--- src/rtl/io_controller.sv ---
// io_controller: memory-mapped I/O decode in front of data memory, with an RX FIFO,
// an interval timer and a one-cycle exception request that is held while the CPU stalls.
module io_controller #(
  parameter int N = 8,
  parameter logic [N-1:0] IOBASE = 8'hF0,
  parameter int RXDEPTH = 8
) (
  input  logic         CLK,
  input  logic         RESET,
  input  logic [N-1:0] A,
  input  logic [N-1:0] WD,
  input  logic         WE,
  input  logic         RE,
  input  logic         BUSY,
  output logic [N-1:0] RD,
  output logic         ram_we,
  input  logic [N-1:0] ram_rd,
  input  logic         rx_valid,
  input  logic [7:0]   rx_data,
  output logic         IOException
);
  localparam int PW = $clog2(RXDEPTH);
  localparam logic [3:0] FULL_CNT = 4'(RXDEPTH);
  logic [7:0] mem [RXDEPTH];
  logic [PW-1:0] wp, rp;
  logic [3:0] cnt, ctrl;
  logic [N-1:0] reload, count, off, io_rdata;
  logic overflow, expired, irq_q, pend;
  logic io_sel, io_we, wr_ctrl, wr_reload, wr_clr;
  logic nonempty, full, push, pop, tmr_zero, irq_lvl;
  assign io_sel = A >= IOBASE;
  assign off = A - IOBASE;
  assign io_we = WE & io_sel & ~BUSY;
  assign wr_ctrl = io_we & (off == N'(2));
  assign wr_reload = io_we & (off == N'(3));
  assign wr_clr = io_we & (off == N'(4));
  assign nonempty = cnt != 4'd0;
  assign full = cnt == FULL_CNT;
  assign pop = RE & ~BUSY & (A == IOBASE + N'(1)) & nonempty;
  assign push = rx_valid & ~full;
  assign tmr_zero = ctrl[2] & (count == '0);
  assign irq_lvl = (ctrl[0] & (nonempty | overflow)) | (ctrl[1] & expired);
  assign IOException = pend & ~BUSY;
  assign ram_we = WE & ~io_sel;
  assign RD = io_sel ? io_rdata : ram_rd;
  always_comb
    io_rdata = off == N'(0) ? N'({cnt, expired, overflow, full, nonempty}) :
               off == N'(1) ? (nonempty ? N'(mem[rp]) : '0) :
               off == N'(2) ? N'(ctrl) :
               off == N'(3) ? reload :
               off == N'(5) ? count : '0;
  // FIFO storage needs no reset; emptiness is tracked by cnt
  always_ff @(posedge CLK)
    if (push) mem[wp] <= rx_data;
  always_ff @(posedge CLK or posedge RESET)
    if (RESET) begin
      wp <= '0;
      rp <= '0;
      cnt <= '0;
      ctrl <= '0;
      reload <= '0;
      count <= '0;
      overflow <= 1'b0;
      expired <= 1'b0;
      irq_q <= 1'b0;
      pend <= 1'b0;
    end else begin
      if (push) wp <= wp + 1'b1;
      if (pop) rp <= rp + 1'b1;
      cnt <= cnt + 4'(push) - 4'(pop);
      overflow <= (rx_valid & full) | (overflow & ~(wr_clr & WD[2]));
      expired <= tmr_zero | (expired & ~(wr_clr & WD[3]));
      if (wr_ctrl) ctrl <= WD[3:0];
      else if (tmr_zero & ~ctrl[3]) ctrl[2] <= 1'b0;
      if (wr_reload) reload <= WD;
      if (wr_reload) count <= WD;
      else if (ctrl[2]) count <= (count == '0) ? (ctrl[3] ? reload : '0) : count - 1'b1;
      irq_q <= irq_lvl;
      pend <= (irq_lvl & ~irq_q) | (pend & ~IOException);
    end
endmodule

--- config.mk ---
export PLATFORM = sky130hd
export DESIGN_NAME = io_controller
export DESIGN_NICKNAME = d
export VERILOG_FILES = /design/src/rtl/io_controller.sv
export SDC_FILE = /design/constraint.sdc
export NUM_CORES = 1
export LEC_CHECK = 0
export CAP_MARGIN = 20
export CORE_UTILIZATION = 50
export CTS_BUF_LIST = sky130_fd_sc_hd__clkbuf_8
export CTS_CLUSTER_DIAMETER = 200
export DETAILED_ROUTE_END_ITERATION = 16
export PLACE_DENSITY = 0.71
export SLEW_MARGIN = 5
export SYNTH_ARGS = -nofsm -noshare
export SYNTH_HDL_FRONTEND = slang
export SYNTH_SLANG_ARGS = --single-unit
--- constraint.sdc ---
create_clock -name CLK -period 2.8 [get_ports CLK]
set_input_delay 0.28 -clock CLK [delete_from_list [all_inputs] [get_ports CLK]]
set_output_delay 0.28 -clock CLK [all_outputs]
set_load 0.03 [all_outputs]
==> results.toml <==
[logic_synthesis]
synth_edf_count = 64
synth-async-reset-ratio_pct = 34.7
syn_nets = 410
yosys_warnings = 0
synth_ff_type = "edfxtp_1"
synth_seq_area_share_pct = 58.9
synth_area_per_cell_um2 = 13.0
syn-instance-count = 362
netlist-cell-type-count = 61
ys_ff_latch = 98
syn_area_um2 = 4710

[route]
wl_per_cell_um = 19.7
drtIter0Drc = 135
drc = 0
viasPerCell = 6.00
vias = 3253
ant_nets = 0
wl_um = 10700
dr.pass1.iters = 4

[hold_path]
min_path_type = "input pin to asynchronous set/reset pin"

[cts]
cts_hold_buf = 0
cts_max_level = 3
clockBufferDepth = 2
clockRootBuffer = "clkbuf_8"
clk_latency_ns = 0.37
cts.sinks = 98
cts_made_buffers = 9
cts_tree = "done"
clkTransAtPathRegs_ns = 0.11

[timing]
tns_ns = 0
rsz0062_at_grt = "false"
slew_headroom_pct = 45.7
worst_pin_slew_ns = 0.812
finalClockSkew_ns = 0.0167
fmax_mhz = 376
setup_viol = 0
min_period_ns = 2.66
fin_crit_sh_pct = 95.0
hold_viol = 0
slew_viol_final = 0

[critical_path]
critPathBufInv = 2
start_kind = "register"
crit_fanout = 10
cp_common_cell = "buf_4"
endpoint_kind = "output pin"
crit_required_ns = 2.52
slowest_delay_ns = 0.56
path_class = "register to output pin"
reg2reg_from = "cnt[2]"
cp_cell_sequence = "buf_4 > mux4_2 > mux2_2 > nand3_1 > a211oi_1 > buf_4"
r2r_setup_slack_ns = 0.38
critPathTopFamily = "multiplexers"
reg2reg_to = "cnt[3]"
slowest_stage = "dfrtp_2"
cp.arrival_ns = 2.38
ff2ff_path_depth = 10

[power]
p_per_area_nw_per_um2 = 628
ir_worst_vdd_mv = 0.363
leakage_nw = 2.08

[place]
placed_area_um2 = 5390
hpwl_um = 7610
globalplace.congestion = 0.895
portBuffers = 47

[global_routing]
antenna_found_initial = 0
overflow = 0
grt_pass1_vias = 3354
grt_pass1_wl_um = 16900
groute.usage.overall_pct = 23.2
grt_max_degree = 35

[cells_and_area]
layout_common_cells = "edfxtp_1, nand2_1, clkdlybuf4s50_1, dfrtp_1, buf_4"
drive_above_1_share_pct = 20.2
final_common_cell = "edfxtp_1"
antenna_cells = 0
final_nets = 474
fin_area_um2 = 5590
area_delta_synth_final_pct = 18.6

[die]
die_y_um = 99.1
die_w_um = 99.1
io-pin-count = 48
die-area_um2 = 9810
start_util_pct = 51.2
rows = 35
core_um2 = 9200

[run]
max_cap_viol_count = 0

[outcome]
status = "finished clean"
## state kept, by name, summed over array words and instances, names as in the netlist
signal and cells:
mem 64, count 8, reload 8, cnt 4, ctrl 4, rp 3
wp 3, expired 1, irq_q 1, overflow 1, pend 1
## final cells by class
class                      instances  area [um2]
tap                              111         139
clock inverter                     7        66.3
inverter                          10        37.5
fill                             731        3610
multi-input combinational        237        1820
timing repair buffer              70         623
sequential                        98        2780
clock buffer                       9         124
## worst reg2reg max path: stages, from the launching register on
cell	delay, ns
dfrtp_1	0.40
inv_1	0.11
ha_1	0.19
or3b_2	0.51
nand2_1	0.16
ha_1	0.16
inv_1	0.06
ha_1	0.27
a21o_1	0.16
a21oi_1	0.17
xor2_1	0.16
## timing repair
item | 4_1_cts | 5_1_grt
cloned | 0 | 0
setup buffers | 0 | 0
resized for setup | 1 | 1
setup endpoints to repair | 5 | 1
## routing by layer
| metal | vias up | wire length (um) | track usage [%] |
|---|---|---|---|
| met4 | 0 | 240 | 9.28 |
| met3 | 20 | 621 | 6.38 |
| met1 | 1617 | 4300 | 26.9 |
| met5 | - | 0 | 0 |
| li1 | 1513 | - | - |
| met2 | 103 | 5540 | 41.0 |
## logic make-up (layout without fill, tap and decap cells)
group	Yosys count	in the layout	synth area share, %
compound gates	58	58	9.33
xor+xnor	6	6	1.12
fa+ha+maj	10	10	2.82
buf+inv	27	96	2.60
flops	98	98	58.9
mux	31	31	11.2
simple gates	132	132	14.1
## stage by stage
| step | worst slack (ns) | util, % | hold slack (ns) | std cells | power (W) |
|---|---|---|---|---|---|
| 6_report | 0.139 | 60.7 | 0.299 | 542 | 0.00351 |
| 5_1_grt | 0.00182 | 60.7 | 0.359 | 542 | 0.00368 |
| 4_1_cts | 0.0841 | 60.7 | 0.303 | 542 | 0.00354 |
| 3_5_place_dp | 0.107 | 58.6 | 0.499 | 526 | 0.00265 |
| 3_3_place_gp | 0.193 | 58.6 | 0.493 | 526 | 0.00262 |
| 2_1_floorplan | 0.377 | - | 0.379 | 362 | 0.00235 |
## synth_stat cells, types with 2 or more instances
master	number	area (um2)
or2_2	3	18.8
edfxtp_1	64	1920
nor3b_1	2	15.0
nor3_1	6	30.0
a21oi_1	7	35.0
o21ai_0	8	40.0
a221oi_1	2	17.5
a311oi_1	2	17.5
inv_1	10	37.5
a32oi_1	2	17.5
buf_2	5	25.0
nand3_1	20	100
mux2_2	12	135
nand2_1	40	150
o31ai_1	2	15.0
nor2_1	27	101
ha_1	9	113
mux4_2	16	360
dfrtp_1	34	851
nor4_1	2	12.5
a31oi_1	8	50.1
or3_1	3	18.8
a22o_1	3	26.3
clkbuf_1	8	30.0
a41o_1	2	20.0
a211oi_1	4	30.0
nor2b_1	2	12.5
mux2i_1	2	20.0
and2_1	2	12.5
or4_1	3	22.5
a21o_1	5	37.5
xnor2_1	3	26.3
nand4_1	5	31.3
buf_6	2	22.5
o211a_1	2	20.0
nand2b_1	7	43.8
buf_1	2	7.51
xor2_1	3	26.3
## worst max-delay path by stage
stage	start	slack, ns	end	depth (start not counted)
after floorplan	cnt[2]	0.38	cnt[2]	9
after global placement	A[7]	0.19	cnt[2]	9
after detailed placement	A[7]	0.11	cnt[3]	10
after CTS	rp[1]	0.08	RD[5]	6
after global routing	rp[1]	0.002	RD[5]	6
final	rp[1]	0.14	RD[5]	6
## power breakdown
| group | internal (W) | total [W] | switching (W) |
|---|---|---|---|
| logic | 0.000317 | 0.000702 | 0.000385 |
| clock network | 0.000349 | 0.000886 | 0.000537 |
| registers | 0.00178 | 0.00192 | 0.000141 |
| total | 0.00244 | 0.00351 | 0.00106 |
Power figures use the tool's default switching activity.
